===== src/rtl/debounce_strobe_pkg.sv =====
// Shared types and defaults for the input-conditioning stages.
// Latency: n/a (types and constants only).
// Backpressure: n/a.
package debounce_strobe_pkg;

  // Conditioning FSM states; the encoding is shared with sibling stages.
  typedef enum logic [1:0] {
    IDLE   = 2'd0,
    COUNT  = 2'd1,
    COMMIT = 2'd2
  } state_t;

  localparam int   STABLE_CYCLES_DEFAULT = 8;
  localparam logic RESET_VAL_DEFAULT     = 1'b0;

endpackage


===== src/rtl/debounce_strobe_sync_2ff.sv =====
// Two-flop synchroniser that brings an asynchronous pin into the clk domain.
// Latency: 2 clk edges from a stable input to sync_out.
// Backpressure: none; samples every cycle.
module sync_2ff #(
  parameter logic RESET_VAL = 1'b0
) (
  input  logic clk,
  input  logic rst,
  input  logic async_in,
  output logic sync_out
);

  logic s1;

  // Two-stage shift; both stages reset to the same level as the debounced output.
  always_ff @(posedge clk or posedge rst) begin
    if (rst) begin
      s1       <= RESET_VAL;
      sync_out <= RESET_VAL;
    end else begin
      s1       <= async_in;
      sync_out <= s1;
    end
  end

endmodule


===== src/rtl/debounce_strobe.sv =====
// Debounces a raw pin and emits the new level on d with a one-cycle en strobe.
// Latency: STABLE_CYCLES+3 edges from a clean input change to d/en.
// Backpressure: none; the strobe is fire-and-forget toward the latch.
module debounce_strobe
  import debounce_strobe_pkg::*;
#(
  parameter int   STABLE_CYCLES = STABLE_CYCLES_DEFAULT,
  parameter logic RESET_VAL     = RESET_VAL_DEFAULT
) (
  input  logic clk,
  input  logic rst,
  input  logic d_in,
  output logic d,
  output logic en,
  output logic busy
);

  localparam int CNT_W = (STABLE_CYCLES > 1) ? $clog2(STABLE_CYCLES) : 1;
  localparam logic [CNT_W-1:0] CNT_LAST = CNT_W'(STABLE_CYCLES - 1);

  logic             s2;
  state_t           state;
  logic [CNT_W-1:0] cnt;

  sync_2ff #(
    .RESET_VAL(RESET_VAL)
  ) u_sync (
    .clk      (clk),
    .rst      (rst),
    .async_in (d_in),
    .sync_out (s2)
  );

  // Stability FSM: a differing level must survive every COUNT cycle before it
  // is committed; COMMIT is a one-cycle holdoff that ignores s2.
  always_ff @(posedge clk or posedge rst) begin
    if (rst) begin
      state <= IDLE;
      cnt   <= '0;
      d     <= RESET_VAL;
      en    <= 1'b0;
    end else begin
      en <= 1'b0;
      case (state)
        IDLE: begin
          if (s2 != d) begin
            state <= COUNT;
            cnt   <= '0;
          end
        end
        COUNT: begin
          if (s2 == d) begin
            state <= IDLE;
            cnt   <= '0;
          end else if (cnt == CNT_LAST) begin
            state <= COMMIT;
            cnt   <= '0;
            d     <= s2;
            en    <= 1'b1;
          end else begin
            cnt <= cnt + 1'b1;
          end
        end
        COMMIT: begin
          state <= IDLE;
        end
        default: begin
          state <= IDLE;
          cnt   <= '0;
        end
      endcase
    end
  end

  assign busy = (state != IDLE);

endmodule


===== config.mk =====
export PLATFORM = sky130hd
export DESIGN_NAME = debounce_strobe
export DESIGN_NICKNAME = d
export VERILOG_FILES = /design/src/rtl/debounce_strobe_pkg.sv /design/src/rtl/debounce_strobe_sync_2ff.sv /design/src/rtl/debounce_strobe.sv
export SDC_FILE = /design/constraint.sdc
export NUM_CORES = 1
export LEC_CHECK = 0
export CAP_MARGIN = 40
export CORE_AREA = 2 2 39 41
export CTS_CLUSTER_DIAMETER = 100
export DETAILED_ROUTE_END_ITERATION = 10
export DIE_AREA = 0 0 41 43
export GPL_TIMING_DRIVEN = 0
export RECOVER_POWER = 100
export REMOVE_ABC_BUFFERS = 1
export SLEW_MARGIN = 20
export SYNTH_ARGS = -nofsm -noshare
export SYNTH_HDL_FRONTEND = slang
export SYNTH_SLANG_ARGS = --single-unit

===== constraint.sdc =====
create_clock -name clk -period 1.75 [get_ports clk]
set_input_delay 0.2625 -clock clk [delete_from_list [all_inputs] [get_ports clk]]
set_output_delay 0.2625 -clock clk [all_outputs]
set_load 0.02 [all_outputs]

After elaboration in Yosys (flattened, before gate mapping)
Index checks and enable logic that the tools add are counted.
Word-level totals
  register bits: 9
  bits of input ports: 3
  output and inout port bits: 3
  logic and storage cells: 32
Operators by class
  add/sub/neg operators: 1
  equal/unequal tests: 7
  muxes and demuxes: 11
  bitwise logic cells: 2
  reductions and logical operators: 5
Operators by type and width (count)
  3-bit 2-to-1 mux: 3
  3-bit one-hot mux with 3 select lines: 1
  2-bit 2-to-1 mux: 3
  2-bit one-hot mux with 2 select lines: 1
  2-bit AND reduction: 2
  3-bit by 1-bit adder with 3-bit output (second input constant): 1
  3-bit equality test (second input constant): 1
  1-bit 2-to-1 mux: 3
  3-bit inequality test (second input constant): 1
  3-bit AND reduction: 1
  2-bit by 1-bit equality test with 1-bit output (second input constant): 1
  2-bit equality test (second input constant): 1
  2-bit logical NOT: 1
  2-bit inequality test (second input constant): 1
  1-bit NOT: 2
  2-bit nonzero test: 1
  1-bit equality test: 1
  1-bit inequality test: 1

Longest topological paths before layout
  depth in word-level cells: 4
  gate-level depth with buffers: 5
  mapped depth without buffers: 5

Cells and area by module
Synthesis repeated with hierarchy kept, for this count alone.
Second synthesis, totals
  cell total of the unflattened synthesis: 32
  area, all modules: 381.6 um^2
By module, submodules not included
  debounce_strobe: instances 1, cells an instance 29, area an instance 327.8 um^2, sequential area each 175.2 um^2
  sync_2ff: instances 1, cells an instance 3, area an instance 53.8 um^2, sequential area each 50.0 um^2

Least setup slack after synthesis
No wires, ideal clock.
  path kind: reg2reg
  from: reg cnt[0]
  to: reg d
  data arrival time: 1.231 ns
  slack: 0.391 ns
  cell stages (with the launch flop): 5
  buffers on the path: 0
  cell sequence: dfrtp_1 ha_1 ha_1 and3_1 mux2_1
Between the ends
  word-level cells in the longest chain between the ends: 2
RTL lines
  from (decl): RTL line debounce_strobe.sv:23  | logic [CNT_W-1:0] cnt;
  from (signal assigned): RTL line debounce_strobe.sv:61  | cnt <= cnt + 1'b1;
  3-bit equality test: RTL line debounce_strobe.sv:55  | end else if (cnt == CNT_LAST) begin
  3-bit AND reduction (no source line)
  to (signal assigned): RTL line debounce_strobe.sv:40  | d <= RESET_VAL;
  to (signal assigned): RTL line debounce_strobe.sv:58  | d <= s2;
  to (decl): RTL line debounce_strobe.sv:13  | output logic d,
Every way passes these cells.
A chain may end at the register's enable or synchronous reset.

Final worst setup path
  from: reg state[0]
  to: out busy
Between the ends
  word-level cells in the longest chain between the ends: 1
RTL lines
  from (decl): RTL line debounce_strobe.sv:22  | state_t state;
  from (signal assigned): RTL line debounce_strobe.sv:38  | state <= IDLE;
  from (signal assigned): RTL line debounce_strobe.sv:47  | state <= COUNT;
  from (signal assigned): RTL line debounce_strobe.sv:53  | state <= IDLE;
  2-bit nonzero test: RTL line debounce_strobe.sv:75  | assign busy = (state != IDLE);
  to (decl): RTL line debounce_strobe.sv:15  | output logic busy
Every way passes these cells.

==> results_dict.tcl <==
set metrics [dict create \
    period_share_pct 91.84 \
    drt-initial-drc-count 1 \
    outcome "finished clean" \
    fin_crit_ns 1.607 \
    drc 0 \
    via_per_inst 4.444 \
    crit_type "reg2out" \
    routabilityCongestion 0.7014 \
    startpoint "state[0]" \
    ctsHoldBuffers 0 \
    setup.worst_path.end "busy" \
    arrival_ns 1.34 \
    ys_seq_elements 9 \
    antennaDiodeCount 0 \
    use_met3_pct 3.141 \
    drt_first_pass_iters 3 \
    fp.coreArea_um2 1384 \
    overflow 0 \
    clock_latency_ns 0.26 \
    met1_usage_pct 11.04 \
    numCtsBuffers 3 \
    max-slew-margin-rel_pct 78.09 \
    cts_tree "built" \
    io_buffers 5 \
    die_y_um 43 \
    rsz0062_at_grt "false" \
    syn_avg_cell_area_um2 12.80 \
    yosysSeqAreaShare_pct 58.63 \
    met2_usage_pct 14.06 \
    hold_violations 0 \
    num_vias 240 \
    nFillCells 143 \
    ant_nets 0 \
    r2r-end "d" \
    p_leak_nw 0.2471 \
    synthTopCellsByArea "dfrtp_1 59%, ha_1 6.5%, and3_1 4.9%" \
    fin_worst_skew_ns 0.002535 \
    power.ir.vdd_worst_mv 0.3386 \
    register_area_um2 225.2 \
    max_clock_freq_mhz 622.2 \
    synth_area_um2 384.1 \
    regToRegStartpoint "cnt[0]" \
    rows 14 \
    dieArea_um2 1763 \
    r2r.worst_path.cells 4 \
    netlist.top_cell.by_area "dfrtp_1" \
    grt_pass1_vias 262 \
    finalSetupTns_ns 0 \
    final_cell_mix "9 x dfrtp_1, 4 x dlygate4sd3_1, 3 x and3_1, 3 x clkbuf_4" \
    dieWidth_um 41 \
    syn_inst 30 \
    setup_violations 0 \
    root_buffer "clkbuf_4" \
    ios 6 \
    hold-worst-slack_ns 0.3477 \
    netlist-cell-type-count 17 \
    yosys_warnings 0 \
    yosysTopAreaCellShare_pct 58.63 \
    initial_utilization_pct 27.76 \
    hp-class "reg2reg" \
    layout_commonest_cell "dfrtp_1" \
    slew_violations 0 \
    p_per_area_nw_per_um2 875.4 \
    grt_start_max_net_pins 10 \
    worst_ep_required_time_ns 1.49 \
    cap_violations 0 \
    grt_usage_pct 9.451 \
    grt_pass1_wl_um 1062 \
    drive_gt1_share_pct 10.53 \
    start_kind "flip-flop" \
    h-tree-depth 1 \
    cp-end-kind "primary output" \
    clock-sinks 9 \
    antenna_found_initial 0 \
    r2r_setup_slack_ns 0.30 \
    synthToLayoutAreaGrowth_pct 21.82 \
    multi_input_area_um2 140.1 \
    worst_slew_pin_slew_ns 0.3283 \
    post_drt_wl_per_cell_um 10.69 \
    busiest_layer "met2" \
    clockBufferDepth 2 \
    wirelength_um 577 \
    critPathMaxFanout 9 \
    clkTransAtPathRegs_ns 0.06 \
    num-nets-final 44 \
]
state kept, by name, indices dropped and copies added (netlist names):
signal,count
u_sync.sync_out,1
state,2
d,1
en,1
u_sync.s1,1
cnt,3
routing by layer:
metal / wire, um / vias to the layer above
met3: 32 / 2
met5: 0 / -
met2: 299 / 6
li1: - / 118
met4: 19 / 0
met1: 225 / 114
worst min path at each step:
stage                    from         endpoint  slack [ns]  depth (start not counted)
floorplan                 rst           cnt[0]        0.09                          1
global placement    u_sync.s1  u_sync.sync_out        0.33                          0
detailed placement  u_sync.s1  u_sync.sync_out        0.33                          0
CTS                       rst  u_sync.sync_out        0.26                          2
global route        u_sync.s1  u_sync.sync_out        0.38                          0
finish              u_sync.s1  u_sync.sync_out        0.35                          0
area by class of cell:
| class | instances | share of cell area, % |
|---|---|---|
| clock buffers | 4 | 5.615 |
| inverters | 2 | 1.604 |
| multi-input cells | 18 | 29.95 |
| flip-flops and latches | 9 | 48.13 |
| well taps | 16 | 4.278 |
| repair buffers | 5 | 10.43 |
power by group:
group | internal [mW] | switching, mW | total [mW]
registers | 0.216 | 0.00620 | 0.222
logic | 0.0137 | 0.0138 | 0.0275
clock network | 0.0879 | 0.0723 | 0.160
Yosys cell counts:
cell type	n
buf_6	1
dfrtp_1	9
a21oi_1	1
a22o_1	1
and2_1	1
nand2b_1	1
and3_1	3
or2_2	1
ha_1	2
nor2b_1	2
a21boi_1	1
nand2_1	1
inv_1	2
a32o_1	1
mux2i_1	1
mux2_1	1
xor2_1	1
logic make-up after synthesis:
| group | count (synthesis) | synth area share, % |
|---|---|---|
| AOI/OAI and AO/OA | 4 | 8.143 |
| xor gates and xnor gates | 1 | 2.281 |
| adders and majority gates | 2 | 6.514 |
| buffers and inverters | 3 | 4.887 |
| DFF | 9 | 58.63 |
| muxes | 2 | 5.537 |
| and+or+nand+nor | 9 | 14.01 |
timing repair:
action,4_1_cts,5_1_grt
buffers inserted,0,0
endpoints found under the setup margin,1,0
resized for setup,1,0
per-stage QoR:
step | total power, mW | area (um^2) | utilization [%] | cells | worst slack (ns)
6_report | 0.4096 | 467.9 | 33.82 | 54 | 0.1427
5_1_grt | 0.4362 | 467.9 | 33.82 | 54 | 0.07662
4_1_cts | 0.4176 | 467.9 | 33.82 | 54 | 0.1227
3_5_place_dp | 0.2560 | 442.9 | 32.01 | 50 | 0.1925
3_3_place_gp | 0.2532 | 442.9 | 32.01 | 50 | 0.2192
2_1_floorplan | 0.2434 | 372.9 | - | 29 | 0.3913
critical path: stages, from the launching register on:
cell and delay (ns):
dfrtp_1 0.45, or2_2 0.31, dlygate4sd2_1 0.32
(Power assumes the default switching activity.)
